==> config.mk <==
export PLATFORM = sky130hd
export DESIGN_NAME = change_dispenser
export DESIGN_NICKNAME = d
export VERILOG_FILES = /design/src/rtl/change_dispenser.sv
export SDC_FILE = /design/constraint.sdc
export NUM_CORES = 1
export LEC_CHECK = 0
export ABC_AREA = 1
export CAP_MARGIN = 20
export CORE_MARGIN = 2
export CORE_UTILIZATION = 54
export CTS_BUF_LIST = sky130_fd_sc_hd__clkbuf_8
export DETAILED_ROUTE_END_ITERATION = 8
export PLACE_DENSITY = 0.75
export SKIP_CTS_REPAIR_TIMING = 1
export SLEW_MARGIN = 5
export SYNTH_ARGS = -nofsm -noshare
export SYNTH_HDL_FRONTEND = slang
export SYNTH_SLANG_ARGS = --single-unit
==> constraint.sdc <==
create_clock -name clk -period 2.1 [get_ports clk]
set_input_delay 0.315 -clock clk [delete_from_list [all_inputs] [get_ports clk]]
set_output_delay 0.315 -clock clk [all_outputs]
set_load 0.01 [all_outputs]
==> src/rtl/change_dispenser.sv <==
// change_dispenser: greedy coin payout (50/20/10/5) over a valid/ready request,
// one coin per ejector handshake, with per-denomination saturating inventory.
module change_dispenser #(
  parameter int AMT_W    = 8,
  parameter int CNT_W    = 6,
  parameter int INIT_CNT = 4
) (
  input  logic             clk,
  input  logic             rst,
  input  logic             chg_valid,
  input  logic [AMT_W-1:0] chg_amount,
  output logic             chg_ready,
  output logic             coin_out_valid,
  output logic [1:0]       coin_out_sel,
  input  logic             coin_out_ack,
  input  logic             refill,
  input  logic [1:0]       refill_sel,
  output logic             done,
  output logic             short,
  output logic [AMT_W-1:0] remaining,
  output logic [3:0]       inv_empty
);

  typedef enum logic [1:0] {IDLE, SELECT, DISPENSE, DONE} state_t;

  state_t           state, state_nxt;
  logic [CNT_W-1:0] inv [4];
  logic [AMT_W-1:0] rem;
  logic             pick_ok;
  logic [1:0]       pick_sel;
  logic [3:0]       inc_v, dec_v;
  logic             ack_take;

  // Coin value in cents for a denomination code.
  function automatic logic [AMT_W-1:0] denom(input logic [1:0] s);
    case (s)
      2'd0:    denom = AMT_W'(5);
      2'd1:    denom = AMT_W'(10);
      2'd2:    denom = AMT_W'(20);
      default: denom = AMT_W'(50);
    endcase
  endfunction

  assign ack_take = (state == DISPENSE) && coin_out_ack;

  // Largest denomination that fits the residual and is in stock (codes ascend with value).
  always_comb begin
    pick_ok  = 1'b0;
    pick_sel = 2'd0;
    for (int unsigned i = 0; i < 4; i++) begin
      if (inv[i] != '0 && denom(2'(i)) <= rem) begin
        pick_ok  = 1'b1;
        pick_sel = 2'(i);
      end
    end
  end

  // State register; reset aborts any payout in progress.
  always_ff @(posedge clk or negedge rst) begin
    if (!rst) state <= IDLE;
    else      state <= state_nxt;
  end

  // Next-state and state-decoded outputs.
  always_comb begin
    state_nxt      = state;
    chg_ready      = 1'b0;
    coin_out_valid = 1'b0;
    done           = 1'b0;
    unique case (state)
      IDLE: begin
        chg_ready = 1'b1;
        if (chg_valid) state_nxt = SELECT;
      end
      SELECT: begin
        if (rem != '0 && pick_ok) state_nxt = DISPENSE;
        else                      state_nxt = DONE;
      end
      DISPENSE: begin
        coin_out_valid = 1'b1;
        if (coin_out_ack) state_nxt = SELECT;
      end
      DONE: begin
        done      = 1'b1;
        state_nxt = IDLE;
      end
      default: state_nxt = IDLE;
    endcase
  end

  // Residual, selected coin and completion status.
  // short/remaining are loaded on entry to DONE so they are valid alongside the done pulse.
  always_ff @(posedge clk or negedge rst) begin
    if (!rst) begin
      rem          <= '0;
      coin_out_sel <= 2'd0;
      short        <= 1'b0;
      remaining    <= '0;
    end else begin
      unique case (state)
        IDLE: begin
          if (chg_valid) rem <= chg_amount;
        end
        SELECT: begin
          if (rem != '0 && pick_ok) begin
            coin_out_sel <= pick_sel;
          end else begin
            short     <= (rem != '0);
            remaining <= rem;
          end
        end
        DISPENSE: begin
          if (coin_out_ack) rem <= rem - denom(coin_out_sel);
        end
        default: ;
      endcase
    end
  end

  // Per-denomination refill and payout strobes.
  always_comb begin
    inc_v = '0;
    dec_v = '0;
    for (int unsigned i = 0; i < 4; i++) begin
      inc_v[i] = refill && (refill_sel == 2'(i));
      dec_v[i] = ack_take && (coin_out_sel == 2'(i));
    end
  end

  // Inventory counters: refill saturates, a same-cycle refill and payout cancel out.
  always_ff @(posedge clk or negedge rst) begin
    if (!rst) begin
      for (int unsigned i = 0; i < 4; i++) inv[i] <= CNT_W'(INIT_CNT);
    end else begin
      for (int unsigned i = 0; i < 4; i++) begin
        if (inc_v[i] && !dec_v[i]) begin
          if (inv[i] != '1) inv[i] <= inv[i] + CNT_W'(1);
        end else if (dec_v[i] && !inc_v[i]) begin
          inv[i] <= inv[i] - CNT_W'(1);
        end
      end
    end
  end

  // Empty flags straight from the counters.
  always_comb begin
    inv_empty = '0;
    for (int unsigned i = 0; i < 4; i++) inv_empty[i] = (inv[i] == '0);
  end

endmodule

==> results_dict.tcl <==
set metrics [dict create \
    hp-class "in2async" \
    clk_pin_slew_worst_paths_ns 0.09 \
    cts_buffers 5 \
    detailed_place.area_um2 4120 \
    layout-drive-gt1-share_pct 22.8 \
    crit_type "reg2out" \
    finalNonFillerCells 606 \
    hold_slack_ns -0.0260 \
    yosysTopAreaCell "dfrtp_1" \
    area_growth_pct 28.4 \
    drc 0 \
    antennaDiodeCount 0 \
    violations "negative hold slack" \
    drt_wl_total_um 7990 \
    p_per_area_nw_per_um2 1450 \
    portBuffers 32 \
    vias 3197 \
    synth_top_area_share_pct 30.2 \
    end_kind "primary output" \
    drv_cap 0 \
    grt_pass1_vias 3071 \
    via_per_inst 5.28 \
    final_area_um2 4360 \
    die_w_um 83.3 \
    drt_iter0_markers 178 \
    grt_pass1_wl_um 13400 \
    relSlewSlack_pct 64.3 \
    syn-num-nets 491 \
    period_needed_ns 2.03 \
    gr-usage-all-layers_pct 23.1 \
    clock_latency_ns 0.31 \
    finalPower_mw 6.32 \
    firstDrtPassIters 4 \
    dp_hpwl_um 6090 \
    leakage_nw 2.18 \
    finalSetupViolCount 0 \
    fp-row-count 28 \
    grt_max_degree 24 \
    dieArea_um2 6940 \
    synth-seq-cells 45 \
    skew_ns 0.00485 \
    vdd_drop_max_uv 756 \
    start_util_pct 56.7 \
    rsz0062_at_grt "true" \
    worst_slew_pin_slew_ns 0.535 \
    critPathRequiredTime_ns 1.78 \
    ioPinCount 33 \
    ant_nets 0 \
    timing.final.ws_setup_ns 0.0672 \
    synthTopCellsByArea "dfrtp_1, nand2_1, ha_1" \
    critical_path_arrival_ns 1.72 \
    cts.sinks 45 \
    routabilityCongestion 0.884 \
    nNetsFinal 573 \
    status "finished, violations left" \
    finalHoldViolations 22 \
    cts_max_level 2 \
    yosysSeqAreaShare_pct 33.3 \
    num-fill-cells 470 \
    fmax_ghz 0.492 \
    cts.root.buffer_cell "clkbuf_8" \
    syn_inst 448 \
    syn_area_um2 3400 \
    fin_crit_sh_pct 96.8 \
    dp_cells 594 \
    cp_max_fo 6 \
    avgSynthCellArea_um2 7.58 \
    drt-wirelength-per-cell_um 13.2 \
    drv_slew 0 \
    die_h_um 83.3 \
    core_um2 5990 \
    clock_path_buffers 2 \
    seqCellArea_um2 1130 \
    yosysUniqueCellTypes 39 \
    multi_input_area_um2 2120 \
    gr-total-overflow 0 \
    antenna_found_initial 0 \
    ys_warn_count 0 \
    cp-start-kind "flop" \
    place_ws_ns -0.368 \
    cts_tree "yes" \
]
[per-layer routing]
| metal | wire (um) | track usage, % | vias to the layer above | share of wire (%) |
|---|---|---|---|---|
| met5 | 0 | 0 | - | 0 |
| met4 | 110 | 6.56 | 0 | 1.4 |
| met3 | 296 | 3.88 | 12 | 3.7 |
| met2 | 3930 | 40.0 | 62 | 49 |
| met1 | 3650 | 29.8 | 1492 | 46 |
| li1 | - | - | 1631 | - |
[cell type report]
class	instances	share of cell area (%)
timing repair buffer	81	16.5
clock buffer	5	1.58
tap	75	2.15
clock inverter	3	0.488
sequential	45	26.0
inverter	55	4.79
multi-input combinational	342	48.6
[worst paths after layout]
check,from,slack [ns],cells after the start,to
min,rst,-0.03,1,inv[9]
max reg2reg,state[0],0.07,16,inv[17]
min reg2reg,inv[5],0.48,2,inv[5]
min in group clk,inv[5],0.48,2,inv[5]
max,inv[0],0.07,4,inv_empty[3]
max in group asynchronous,rst,1.53,2,inv[14]
[report_power, final]
group / leakage [nW] / total [mW] / switching, mW / internal (mW)
Sequential: 0.547 / 1.77 / 0.507 / 1.26
Clock: 0.0445 / 0.573 / 0.336 / 0.237
Combinational: 1.59 / 3.98 / 2.15 / 1.84
Total: 2.18 / 6.32 / 2.99 / 3.33
[state kept, by name, indices dropped and copies added (netlist names)]
register	count
coin_out_sel	2
state	2
rem	8
remaining	8
inv	24
short	1
[cell usage after synthesis]
cell type,number
nand2_1,121
inv_1,52
nand3_1,42
dfrtp_1,41
nor2_1,29
ha_1,23
a21oi_1,20
o21ai_0,15
nand4_1,11
nor2_2,11
xor2_1,9
a21oi_2,7
xnor2_1,6
fa_1,5
nand2_2,5
o21ai_1,5
a21o_1,4
a31oi_1,4
dfstp_2,4
nor3_1,4
o21bai_1,4
nor2_4,3
buf_4,2
buf_6,2
inv_2,2
nand3b_1,2
nand4_2,2
xor2_2,2
buf_2,1
clkbuf_1,1
inv_4,1
nand2_4,1
nand2_8,1
nand3_2,1
nor4_1,1
o211ai_1,1
o21a_1,1
o22ai_1,1
or2_2,1
[placed cells by master (no fill, tap or decap), drive strengths merged, types with 2 or more instances in the layout]
master / count
a31oi: 4
nand4: 13
xor2: 11
buf: 50
nand3: 43
xnor2: 6
clkbuf: 5
nor2: 43
dfrtp: 41
o21ai: 20
inv: 56
a21o: 4
nand3b: 2
a21oi: 27
o21bai: 4
dlymetal6s2s: 4
fa: 5
clkdlybuf4s50: 27
ha: 23
dfstp: 4
nor3: 4
nand2: 128
[logic make-up after synthesis]
kind of cell	Yosys count	synth area share [%]
and+or+nand+nor	235	32.1
AOI/OAI and AO/OA	62	10.8
buffers and inverters	61	7.52
xor gates and xnor gates	17	4.83
DFF	45	33.3
adders and majority gates	28	11.4
[critical path: stages, from the launching register on]
cell	delay (ns)
dfrtp_1	0.46
nor2_1	0.15
nand4_1	0.17
inv_1	0.09
clkdlybuf4s50_1	0.53
[metrics by stage]
| stage | utilization [%] | TNS, ns | hold WS, ns |
|---|---|---|---|
| after global routing | 72.8 | -0.165 | 0.0221 |
| after floorplan | - | 0 | 0.0194 |
| final | 72.8 | 0 | -0.0260 |
| after detailed placement | 68.8 | -4.03 | 0.331 |
| after global placement | 68.8 | -3.21 | 0.323 |
| after CTS | 70.3 | -0.0877 | -0.00187 |
Note: power is estimated with default switching activity, not from simulation.
